===== src/rtl/seq_stream_controller.sv =====
`default_nettype none
// ============================================================================
// Module   : seq_stream_controller
// Purpose  : Serializes a word MSB-first into a sequence detector and counts
//            its registered hits. Optional macro FIRST_HIT_POS_EN adds
//            first-hit position reporting.
// Revision : 1.0 - initial release
// ============================================================================
module seq_stream_controller #(
  parameter int WORD_W = 8,
  parameter int CNT_W  = 4,
  parameter int IDX_W  = 3
) (
  input  logic              clk,
  input  logic              reset,
  input  logic              start,
  input  logic [WORD_W-1:0] word_in,
  input  logic              det_in,
  output logic              det_clear,
  output logic              bit_out,
  output logic              bit_valid,
  output logic              busy,
  output logic              done,
  output logic [CNT_W-1:0]  hit_count,
  output logic              hit_flag,
  output logic [2:0]        state_out
`ifdef FIRST_HIT_POS_EN
  ,
  output logic [IDX_W-1:0]  first_hit_idx,
  output logic              first_hit_vld
`endif
);

  // One extra bit so the counter can reach WORD_W while in DRAIN.
  localparam int c_BIT_W = $clog2(WORD_W + 1);

  typedef enum logic [2:0] {
    S_IDLE  = 3'd0,
    S_CLEAR = 3'd1,
    S_SHIFT = 3'd2,
    S_DRAIN = 3'd3,
    S_DONE  = 3'd4
  } state_t;

  state_t              r_state;
  state_t              w_state_nxt;
  logic [WORD_W-1:0]   r_shift;
  logic [c_BIT_W-1:0]  r_bit_cnt;
  logic [CNT_W-1:0]    r_hit_cnt;
  logic [CNT_W-1:0]    w_hit_nxt;
  logic                r_hit_flag;
  logic                w_sample;

  always_ff @(posedge clk or posedge reset) begin
    if (reset) r_state <= S_IDLE;
    else       r_state <= w_state_nxt;
  end

  always_comb begin
    w_state_nxt = r_state;
    case (r_state)
      S_IDLE:  if (start) w_state_nxt = S_CLEAR;
      S_CLEAR: w_state_nxt = S_SHIFT;
      S_SHIFT: if (r_bit_cnt == c_BIT_W'(WORD_W - 1)) w_state_nxt = S_DRAIN;
      S_DRAIN: w_state_nxt = S_DONE;
      S_DONE:  w_state_nxt = S_IDLE;
      default: w_state_nxt = S_IDLE;
    endcase
  end

  // det_in lags bit_out by one cycle, so the first SHIFT cycle has nothing to sample.
  always_comb begin
    w_sample  = det_in && (((r_state == S_SHIFT) && (r_bit_cnt != '0)) ||
                           (r_state == S_DRAIN));
    w_hit_nxt = r_hit_cnt;
    if (w_sample && (r_hit_cnt != '1)) w_hit_nxt = r_hit_cnt + CNT_W'(1);
  end

  always_ff @(posedge clk or posedge reset) begin
    if (reset) begin
      r_shift    <= '0;
      r_bit_cnt  <= '0;
      r_hit_cnt  <= '0;
      r_hit_flag <= 1'b0;
    end else begin
      case (r_state)
        S_IDLE: begin
          if (start) r_shift <= word_in;
        end
        S_CLEAR: begin
          r_bit_cnt  <= '0;
          r_hit_cnt  <= '0;
          r_hit_flag <= 1'b0;
        end
        S_SHIFT: begin
          r_shift    <= {r_shift[WORD_W-2:0], 1'b0};
          r_bit_cnt  <= r_bit_cnt + c_BIT_W'(1);
          r_hit_cnt  <= w_hit_nxt;
          r_hit_flag <= (w_hit_nxt != '0);
        end
        S_DRAIN: begin
          r_hit_cnt  <= w_hit_nxt;
          r_hit_flag <= (w_hit_nxt != '0);
        end
        default: ;
      endcase
    end
  end

`ifdef FIRST_HIT_POS_EN
  logic [IDX_W-1:0] r_first_idx;
  logic             r_first_vld;

  // The sampled hit belongs to the bit shown one cycle earlier: index = counter - 1.
  always_ff @(posedge clk or posedge reset) begin
    if (reset) begin
      r_first_idx <= '0;
      r_first_vld <= 1'b0;
    end else if (r_state == S_CLEAR) begin
      r_first_idx <= '0;
      r_first_vld <= 1'b0;
    end else if (w_sample && !r_first_vld) begin
      r_first_idx <= IDX_W'(r_bit_cnt - c_BIT_W'(1));
      r_first_vld <= 1'b1;
    end
  end

  assign first_hit_idx = r_first_idx;
  assign first_hit_vld = r_first_vld;
`endif

  assign det_clear = (r_state == S_CLEAR);
  assign bit_valid = (r_state == S_SHIFT);
  assign bit_out   = (r_state == S_SHIFT) && r_shift[WORD_W-1];
  assign busy      = (r_state != S_IDLE);
  assign done      = (r_state == S_DONE);
  assign hit_count = r_hit_cnt;
  assign hit_flag  = r_hit_flag;
  assign state_out = r_state;

endmodule
`default_nettype wire


===== config.mk =====
export PLATFORM = sky130hd
export DESIGN_NAME = seq_stream_controller
export DESIGN_NICKNAME = d
export VERILOG_FILES = /design/src/rtl/seq_stream_controller.sv
export SDC_FILE = /design/constraint.sdc
export NUM_CORES = 1
export LEC_CHECK = 0
export BUFFER_PORTS_ARGS = -buffer_cell sky130_fd_sc_hd__buf_2
export CORE_UTILIZATION = 56
export DETAILED_ROUTE_END_ITERATION = 8
export PLACE_DENSITY_LB_ADDON = 0.2
export SKIP_CTS_REPAIR_TIMING = 1
export SLEW_MARGIN = 10
export SYNTH_ARGS = -nofsm -noshare
export SYNTH_HDL_FRONTEND = slang
export SYNTH_SLANG_ARGS = --single-unit

===== constraint.sdc =====
create_clock -name clk -period 2.8 [get_ports clk]
set_input_delay 0.84 -clock clk [delete_from_list [all_inputs] [get_ports clk]]
set_output_delay 0.84 -clock clk [all_outputs]
set_load 0.05 [all_outputs]

Word level (Yosys, flattened, before mapping)
Cells that the tools add are included.
- flip-flop bits (word level): 20
- input port bits: 12
- output and inout port bits: 13
- add/sub/neg operators: 2
- eq/ne operators: 8
- multiplexer cells: 9
- reduce and logical (&&, ||, !) cells: 15
- operators with widths (operator ; number):
    $pmux W4 S2 ; 2
    $pmux W8 S2 ; 1
    $pmux W3 S4 ; 1
    $add A4 B1 Y4 const B ; 2
    $mux W8 ; 1
    $reduce_bool A4 Y1 ; 2
    $eq A3 B2 Y1 const B ; 2
    $mux W3 ; 2
    $reduce_bool A2 Y1 ; 3
    $eq A4 B3 Y1 const B ; 1
    $logic_and A1 B1 Y1 ; 4
    $mux W4 ; 1
    $ne A4 B4 Y1 const B ; 1
    $reduce_and A2 Y1 ; 2
    $eq A3 B1 Y1 const B ; 1
    $eq A3 B3 Y1 const B ; 1
    $logic_not A3 Y1 ; 1
    $reduce_bool A3 Y1 ; 1
    $ne A2 B1 Y1 const B ; 1
    $ne A2 B2 Y1 const B ; 1
    $pmux W1 S2 ; 1
    $reduce_or A2 Y1 ; 1
    $logic_or A1 B1 Y1 ; 1

Logic depth before layout (Yosys ltp)
- depth after elaboration: 8
- depth in mapped cells: 7
- depth with buffers taken out: 6

Worst setup path after synthesis
No wires, ideal clock.
- path type: register to output
- start point: reg r_state[2], in the netlist state_out[2]
- end point: out done
- arrival: 2057 ps
- setup slack: -97 ps
- cell stages (with the launch flop): 3
- path through: dfrtp_1 -> buf_2 -> nor3b_1
- word-level cells in the longest chain between the ends: 1
- RTL lines (element ; line ; source):
    from (decl) ; 45 ; state_t r_state;
    from (signal assigned) ; 56 ; else r_state <= w_state_nxt;
    $eq A3 B3 Y1 ; 136 ; assign done = (r_state == S_DONE);
    to (decl) ; 23 ; output logic done,
Every way passes these cells.

Worst setup path in the final report
- start point: reg r_state[1], in the netlist state_out[1]
- end point: out bit_out
- word-level cells in the longest chain between the ends: 2
- RTL lines (element ; line ; source):
    $eq A3 B2 Y1 ; 134 ; assign bit_out = (r_state == S_SHIFT) && r_shift[WORD_W-1];
    $logic_and A1 B1 Y1 ; 134 ;
    to (decl) ; 20 ; output logic bit_out,
Every way passes these cells.

==> impl_metrics.json <==
{
  "outcome": "completed",
  "grt_pass1_vias": 805,
  "vias": 927,
  "stdcell_area_sq_um": 1250,
  "worst_slack_ns": 0.156,
  "clk_path_buf_depth": 2,
  "numPortBuffers": 24,
  "diodes": 0,
  "synth_edf_count": 0,
  "final_core_util_pct": 71.1,
  "nFillCells": 145,
  "ys_warn_count": 0,
  "rows": 15,
  "regArea_sq_um": 502,
  "fin_setup_tns_ns": 0,
  "synth_seq_cells": 20,
  "die_h_microns": 45.9,
  "cts_tree": "built",
  "grt.overflow.total": 0,
  "clockRootBuffer": "clkbuf_4",
  "grt_usage_pct": 24.1,
  "seq_power_share_pct": 34.5,
  "numCtsBuffers": 3,
  "drv_slew": 0,
  "syn_to_final_growth_pct": 16.4,
  "dp_hpwl_mm": 1.68,
  "switching_share_pct": 51.4,
  "clkSlewWorstSetupHoldPaths_ns": 0.10,
  "finalHoldViolations": 0,
  "syn_nets": 131,
  "wl_met1_microns": 984,
  "worstPathMaxFanout": 12,
  "core_area_sq_um": 1760,
  "crit_type": "flop to output port",
  "cts_num_sinks": 20,
  "stdcell_count": 165,
  "yosysSeqAreaShare_pct": 46.4,
  "drt_pass1_iterations": 6,
  "grt_max_degree": 21,
  "setup_viol": 0,
  "min_period_ns": 2.64,
  "dr_wl_met3_microns": 112,
  "skew_ns": 0.00116,
  "route.met2.wl_mm": 1.05,
  "p_clk_share_pct": 10.1,
  "ant_nets": 0,
  "viasPerCell": 5.62,
  "peakVddDrop_mv": 0.653,
  "ys_types": 33,
  "period_share_pct": 94.4,
  "syn-mean-instance-area_sq_um": 9.30,
  "pre_cts_ws_ns": 0.394,
  "fin_nets": 156,
  "ys.flop_type": "dfrtp_1",
  "maxCapViolations": 0,
  "mappedNetlistArea_sq_um": 1080,
  "cp.required_ns": 1.96,
  "multi_input_area_sq_um": 513,
  "drive_gt1_share_pct": 25.7,
  "clock_latency_ns": 0.29,
  "antenna_found_initial": 0,
  "endpoint_kind": "output port",
  "drc": 0,
  "drt_iter0_markers": 27,
  "fmax_mhz": 378,
  "die_w_microns": 45.9,
  "place_area_sq_um": 1220,
  "syn_inst": 116,
  "top_layer_used": "met4",
  "grt_pass1_wl_mm": 3.52,
  "synth_top_cell_by_area": "dfrtp_1",
  "place_inst": 161,
  "synthTopCellsByArea": "dfrtp_1 46%, mux2i_1 6.5%, o21ai_0 5.6%",
  "hold_class": "flop to flop",
  "p_leak_nw": 0.660,
  "p_comb_share_pct": 55.4,
  "wl_mm": 2.19,
  "htreeDepth": 1,
  "p_int_mw": 0.784,
  "boundaryPins": 25,
  "power_density_nw_per_um2": 1280,
  "synth_top_area_share_pct": 46.4,
  "critPathLaunchType": "flop",
  "gp_congestion": 0.870,
  "dieArea_sq_um": 2110,
  "async_reset_ff_share_pct": 100,
  "initial_utilization_pct": 61.1,
  "switchingPower_mw": 0.829,
  "wl_per_cell_microns": 13.3,
  "cp.arrival_ns": 1.80,
  "worstMarginPinSlew_ns": 0.720,
  "grt_setup_unrepaired": "no",
  "slew_headroom_pct": 52.0
}
[per-layer routing]
layer,global-route usage (%),vias up
met3,3.17,6
met1,30.4,423
met5,0,-
met2,40.0,38
met4,12.4,0
li1,-,460
[cell type report]
type / instances / area share, %
Multi-Input combinational cell: 79 / 40.9
Sequential cell: 20 / 40.0
Inverter: 12 / 3.59
Timing Repair Buffer: 25 / 10.2
Clock buffer: 4 / 2.89
Tap cell: 25 / 2.49
[sequential cells by signal (all words and copies together), names as in the netlist]
signal     cells
hit_flag       1
r_bit_cnt      4
r_shift        8
hit_count      4
state_out      3
[worst paths after layout]
path | start | to | slack (ns) | depth (start not counted)
worst max-delay path | state_out[1]$_DFFE_PP0P_ | bit_out | 0.16 | 5
worst min-delay path | r_shift[7]$_DFFE_PP0P_ | r_shift[7]$_DFFE_PP0P_ | 0.48 | 2
worst max register to register | r_bit_cnt[0]$_DFFE_PP0N_ | hit_count[1]$_DFFE_PP0P_ | 1.04 | 6
worst min register to register | r_shift[7]$_DFFE_PP0P_ | r_shift[7]$_DFFE_PP0P_ | 0.48 | 2
max in group asynchronous | reset | state_out[1]$_DFFE_PP0P_ | 1.66 | 2
min in group asynchronous | reset | r_shift[0]$_DFFE_PP0P_ | 0.64 | 2
[synth_stat cells, types with 2 or more instances]
master / instances
inv_1: 11
nand2_1: 16
buf_2: 5
or3_1: 2
a222oi_1: 3
nand3_1: 5
nor2_1: 3
dfrtp_1: 20
a21oi_1: 4
nand4_1: 2
ha_1: 3
nand2b_1: 2
o21ai_1: 2
o21ai_0: 12
mux2i_1: 7
and2_1: 2
[critical path, cell delays in order (launching register included)]
cell and delay [ns]:
dfrtp_2 0.49, nor2b_2 0.23, nand2b_1 0.19, inv_2 0.20, and2_1 0.14, buf_2 0.25
[cells in the final DEF, fill, tap and decap left out, drive strengths merged, types with 3 or more instances in the layout]
master / synthesis / layout
buf: 5 / 25
dfrtp: 20 / 20
nand2: 16 / 16
o21ai: 14 / 14
inv: 12 / 12
mux2i: 7 / 7
nand3: 5 / 5
a21oi: 4 / 4
nor2: 4 / 4
clkbuf: 0 / 4
a222oi: 3 / 3
ha: 3 / 3
[power by group through the flow]
stage          clock (mW)  combinational (mW)  sequential [mW]
2_1_floorplan           0               0.604            0.651
3_3_place_gp            0               0.875            0.548
3_5_place_dp            0               0.890            0.559
4_1_cts             0.171               0.893            0.552
5_1_grt             0.177               0.979            0.576
6_report            0.163               0.894            0.556
[cell families after synthesis]
| group | Yosys count | synth area share, % |
|---|---|---|
| buffers and inverters | 17 | 6.50 |
| AND/OR/NAND/NOR | 40 | 19.8 |
| flip-flops | 20 | 46.4 |
| multiplexers | 7 | 6.50 |
| adder cells (fa/ha/maj) | 3 | 3.48 |
| AO/OA/AOI/OAI | 29 | 17.3 |
[metrics by stage]
step	power (mW)	hold slack, ns
after global routing	1.73	0.538
final	1.61	0.484
after global placement	1.42	0.459
after detailed placement	1.45	0.465
after CTS	1.62	0.490
after floorplan	1.25	0.442
Power figures use the tool's default switching activity.
